$ cat src/rtl/sc_frog_game_fsm.sv
// Frogger game sequencer: start/load/play/check/hit/level-up/end control with lives, level and traffic-shift divider.
// Registered Moore outputs change one clock after the causing input; no backpressure, inputs are pulses sampled every clock.
module sc_frog_game_fsm #(
  parameter int LIVES_INIT = 3,
  parameter int LEVELS     = 4
) (
  input  logic       sc_frog_game_fsm_CLOCK_50,
  input  logic       sc_frog_game_fsm_RESET_InLow,
  input  logic       sc_frog_game_fsm_start_InLow,
  input  logic       sc_frog_game_fsm_tick_In,
  input  logic       sc_frog_game_fsm_move_In,
  input  logic [1:0] sc_frog_game_fsm_winCode_InBUS,
  output logic       sc_frog_game_fsm_load_Out,
  output logic       sc_frog_game_fsm_shift_Out,
  output logic [1:0] sc_frog_game_fsm_lives_OutBUS,
  output logic [1:0] sc_frog_game_fsm_level_OutBUS,
  output logic [2:0] sc_frog_game_fsm_state_OutBUS,
  output logic       sc_frog_game_fsm_gameOver_Out,
  output logic       sc_frog_game_fsm_gameWin_Out
);

  typedef enum logic [2:0] {
    IDLE     = 3'd0,
    INIT     = 3'd1,
    PLAY     = 3'd2,
    CHECK    = 3'd3,
    HIT      = 3'd4,
    LEVELUP  = 3'd5,
    GAMEOVER = 3'd6,
    WIN      = 3'd7
  } state_t;

  localparam logic [1:0] LivesInit = 2'(LIVES_INIT);
  localparam logic [1:0] LastLevel = 2'(LEVELS - 1);

  state_t     state, stateNext;
  logic [1:0] lives, livesNext;
  logic [1:0] level, levelNext;
  logic [1:0] divCount, divNext;
  logic       shiftPulse, shiftNext;
  logic       startReq;
  logic [1:0] divLimit;

  assign startReq = ~sc_frog_game_fsm_start_InLow;
  // Higher levels need fewer ticks per shift; the last level shifts on every tick.
  assign divLimit = LastLevel - level;

  always_ff @(posedge sc_frog_game_fsm_CLOCK_50) begin
    if (!sc_frog_game_fsm_RESET_InLow) begin
      state      <= IDLE;
      lives      <= LivesInit;
      level      <= 2'd0;
      divCount   <= 2'd0;
      shiftPulse <= 1'b0;
    end else begin
      state      <= stateNext;
      lives      <= livesNext;
      level      <= levelNext;
      divCount   <= divNext;
      shiftPulse <= shiftNext;
    end
  end

  always_comb begin
    stateNext = state;
    livesNext = lives;
    levelNext = level;
    divNext   = divCount;
    shiftNext = 1'b0;
    case (state)
      IDLE, GAMEOVER, WIN: begin
        if (startReq) begin
          livesNext = LivesInit;
          levelNext = 2'd0;
          stateNext = INIT;
        end
      end
      INIT: begin
        divNext   = 2'd0;
        stateNext = PLAY;
      end
      PLAY: begin
        if (sc_frog_game_fsm_tick_In) begin
          if (divCount == divLimit) begin
            divNext   = 2'd0;
            shiftNext = 1'b1;
          end else begin
            divNext = divCount + 2'd1;
          end
        end
        // A move landing on the shift pulse still yields a single check.
        if (shiftPulse || sc_frog_game_fsm_move_In) begin
          stateNext = CHECK;
        end
      end
      CHECK: begin
        case (sc_frog_game_fsm_winCode_InBUS)
          2'b00:   stateNext = HIT;
          2'b11:   stateNext = LEVELUP;
          default: stateNext = PLAY;
        endcase
      end
      HIT: begin
        if (lives > 2'd1) begin
          livesNext = lives - 2'd1;
          stateNext = INIT;
        end else begin
          livesNext = 2'd0;
          stateNext = GAMEOVER;
        end
      end
      LEVELUP: begin
        if (level == LastLevel) begin
          stateNext = WIN;
        end else begin
          levelNext = level + 2'd1;
          stateNext = INIT;
        end
      end
      default: stateNext = IDLE;
    endcase
  end

  assign sc_frog_game_fsm_load_Out     = (state == INIT);
  assign sc_frog_game_fsm_shift_Out    = shiftPulse;
  assign sc_frog_game_fsm_lives_OutBUS = lives;
  assign sc_frog_game_fsm_level_OutBUS = level;
  assign sc_frog_game_fsm_state_OutBUS = state;
  assign sc_frog_game_fsm_gameOver_Out = (state == GAMEOVER);
  assign sc_frog_game_fsm_gameWin_Out  = (state == WIN);

endmodule

$ cat config.mk
export PLATFORM = sky130hd
export DESIGN_NAME = sc_frog_game_fsm
export DESIGN_NICKNAME = d
export VERILOG_FILES = /design/src/rtl/sc_frog_game_fsm.sv
export SDC_FILE = /design/constraint.sdc
export NUM_CORES = 1
export LEC_CHECK = 0
export CORE_MARGIN = 5
export CORE_UTILIZATION = 50
export CTS_CLUSTER_SIZE = 28
export DETAILED_ROUTE_END_ITERATION = 16
export GPL_TIMING_DRIVEN = 0
export PLACE_DENSITY = 0.82
export SYNTH_ARGS = -nofsm -noshare
export SYNTH_HDL_FRONTEND = slang
export SYNTH_SLANG_ARGS = --single-unit
export TNS_END_PERCENT = 1
$ cat constraint.sdc
create_clock -name sc_frog_game_fsm_CLOCK_50 -period 2.5 [get_ports sc_frog_game_fsm_CLOCK_50]
set_clock_uncertainty 0.2 [all_clocks]
set_input_delay 0.5 -clock sc_frog_game_fsm_CLOCK_50 [delete_from_list [all_inputs] [get_ports sc_frog_game_fsm_CLOCK_50]]
set_output_delay 0.5 -clock sc_frog_game_fsm_CLOCK_50 [all_outputs]
set_load 0.005 [all_outputs]
==> results of run 1 <==
-- logic make-up (layout without fill, tap and decap cells) --
kind of cell	after synthesis	count (layout)	synth area share [%]
muxes	3	3	4.44
AOI/OAI and AO/OA	23	23	23.1
xor gates and xnor gates	2	2	2.59
and+or+nand+nor	40	40	30.7
buffers and inverters	7	28	4.07
adders and majority gates	3	3	5.55
DFF	10	10	29.6
-- where the power goes --
part           total (W)  leakage (nW)  internal [W]  switching [W]
combinational   0.000296         0.253      0.000141       0.000155
clock           0.000148        0.0210     0.0000885      0.0000597
sequential      0.000209        0.0814      0.000179      0.0000300
total           0.000653         0.355      0.000409       0.000244
-- flip-flops by register name, indices dropped and copies added, names as in the netlist --
| register | flops |
|---|---|
| sc_frog_game_fsm_state_OutBUS | 3 |
| divCount | 2 |
| sc_frog_game_fsm_level_OutBUS | 2 |
| sc_frog_game_fsm_lives_OutBUS | 2 |
| sc_frog_game_fsm_shift_Out | 1 |
-- final cells by class --
cell class | instances | area [sq um]
clock buffers | 4 | 36.3
fillers | 125 | 379
inverters | 3 | 11.3
multi-input cells | 71 | 449
plain buffers | 4 | 18.8
well taps | 15 | 18.8
repair buffers | 17 | 170
flip-flops and latches | 10 | 201
-- per-stage QoR --
step	power, W	cell area [sq um]
floorplan	0.000397	677
global placement	0.000492	866
detailed placement	0.000496	866
CTS	0.000649	905
global route	0.000705	906
finish	0.000653	906
-- layout by cell type (no fill, tap or decap), types with 2 or more instances in the layout --
cell type        instances
xor2_1                   2
o21ai_0                  5
o2bb2ai_1                2
clkdlybuf4s50_1         17
ha_1                     3
a21boi_0                 2
o221ai_1                 2
nor3_1                   2
nor2_1                   7
nand3b_1                 3
nand2_1                 11
clkbuf_4                 3
nand2b_1                 6
inv_1                    3
a21oi_1                  3
mux2i_1                  3
nand3_1                  4
buf_2                    2
dfxtp_1                  9
nor2b_1                  2
o22ai_1                  3
-- critical path: cells and delay by family, from the launching register on --
kind | cells | cell delay [ns]
buf+inv | 2 | 0.78
flops | 1 | 0.45
simple gates | 2 | 0.18
-- what timing repair did --
action | CTS | global route
hold buffers | 0 | 0
endpoints found under the setup margin | 1 | 1
resized for setup | 2 | 2
-- worst min-delay path by stage --
stage | startpoint | cells after the start | slack, ns | end
6_report | sc_frog_game_fsm_level_OutBUS[1] | 2 | 0.32 | sc_frog_game_fsm_level_OutBUS[1]
2_1_floorplan | divCount[0] | 2 | 0.29 | divCount[0]
3_5_place_dp | sc_frog_game_fsm_lives_OutBUS[0] | 2 | 0.31 | sc_frog_game_fsm_lives_OutBUS[0]
5_1_grt | divCount[0] | 2 | 0.36 | divCount[0]
4_1_cts | sc_frog_game_fsm_lives_OutBUS[0] | 2 | 0.33 | sc_frog_game_fsm_lives_OutBUS[0]
3_3_place_gp | sc_frog_game_fsm_lives_OutBUS[0] | 2 | 0.30 | sc_frog_game_fsm_lives_OutBUS[0]
-- metal layers --
layer	routed length [um]	vias to the layer above	track usage, %	part of all wire, %
li1	-	359	-	-
met5	0	-	0	0
met2	813	21	30.4	48
met3	99	6	3.83	5.8
met4	47	0	11.0	2.8
met1	746	331	21.9	44
==> flow_summary.json, run 1 <==
{
  "status": "complete, no violations",
  "worstSkewPairLatency_ns": 0.27,
  "first_pass_iters": 4,
  "cap_violations": 0,
  "crit_fanout": 10,
  "syn_avg_cell_area_sq_um": 7.69,
  "fin_worst_hold_slack_ns": 0.324,
  "worst_setup_path_start_kind": "flip-flop",
  "cts_root_buf": "clkbuf_4",
  "clk_pin_slew_ns": 0.07,
  "hpwl_um": 1240,
  "max_stage_delay_ns": 0.51,
  "r2r_cells": 5,
  "cts_tree": "built",
  "drt_iter0_markers": 6,
  "worstSetupEndpointType": "output pin",
  "worst-r2r-setup-slack_ns": 0.70,
  "initial_core_util_pct": 52.7,
  "cts_buffer_depth": 2,
  "syn-cell-area_sq_um": 677,
  "critical_path.endpoint": "sc_frog_game_fsm_gameWin_Out",
  "grt_setup_unrepaired": "no",
  "grt_pass1_vias": 694,
  "ir_drop_uv": 322,
  "cts_setup_buffers": 0,
  "synth_most_common_cell": "nand2_1",
  "min_period_ns": 2.39,
  "die_h_um": 46.8,
  "ys_seq_elements": 10,
  "synth-edff-count": 0,
  "vias": 717,
  "synth_cells": 88,
  "dp_slack_ns": 0.258,
  "period_share_pct": 95.4,
  "netlist_top_cells_count": "nand2_1 (11), dfxtp_1 (10), nor2_1 (7)",
  "cp_slowest_cell": "clkdlybuf4s50_1",
  "io_buffers": 17,
  "post_drt_wl_per_cell_um": 13.8,
  "critical_path_class": "flip-flop to output pin",
  "grt_max_degree": 11,
  "synth-async-reset-ratio_pct": 0,
  "hold_violations": 0,
  "r2r_start": "sc_frog_game_fsm_state_OutBUS[1]",
  "core_area_sq_um": 1280,
  "drc_errors": 0,
  "cts_buffers": 3,
  "p_per_area_nw_per_um2": 721,
  "worstPathRequired_ns": 1.80,
  "ys.flop_type": "dfxtp_1",
  "antenna_found_initial": 0,
  "hold_class": "flip-flop to flip-flop",
  "synth_top_area_share_pct": 29.6,
  "ant_nets": 0,
  "drv_slew": 0,
  "layout.cells.non_filler": 124,
  "num_antenna_cells": 0,
  "relSlewSlack_pct": 68.2,
  "num-nets-final": 120,
  "final_util_pct": 70.5,
  "arrival_ns": 1.69,
  "dp_cells": 120,
  "fin_ws_ns": 0.114,
  "crit_chain": "clkbuf_2, nand2_1, nor2_1, clkdlybuf4s50_1",
  "cts_sinks": 10,
  "seq_area_frac_synth_pct": 29.6,
  "crit_start": "sc_frog_game_fsm_state_OutBUS[2]",
  "setup_viol": 0,
  "syn-num-nets": 98,
  "r2r-end": "sc_frog_game_fsm_state_OutBUS[2]",
  "drive_above_1_share_pct": 8.26,
  "synth_warnings": 0,
  "io-pin-count": 18,
  "synthDistinctLibCells": 31,
  "timing.fmax_mhz": 419,
  "rows": 13,
  "tns_ns": 0,
  "via_per_inst": 5.78,
  "fp.dieW_um": 46.8,
  "area_growth_pct": 33.8,
  "grt_overflow": 0,
  "synth_top_area_cell": "dfxtp_1",
  "dieArea_sq_um": 2190,
  "p_leak_nw": 0.355,
  "gp_congestion": 0.903,
  "worst_pin_slew_ns": 0.472,
  "wl_um": 1710,
  "grt_usage_pct": 18.4,
  "synth_area_leaders": "dfxtp_1 (30%), nand2_1 (6.1%), ha_1 (5.5%)",
  "htreeDepth": 1,
  "grt_pass1_wl_um": 2880
}
No activity file was read; power rests on OpenSTA's default activity.
==> inputs of run 2 (changes only) <==
CTS_CLUSTER_SIZE = 14   (was 28)
==> results of run 2 <==
The final DEF is identical to that of run 1; final timing and power are the same.
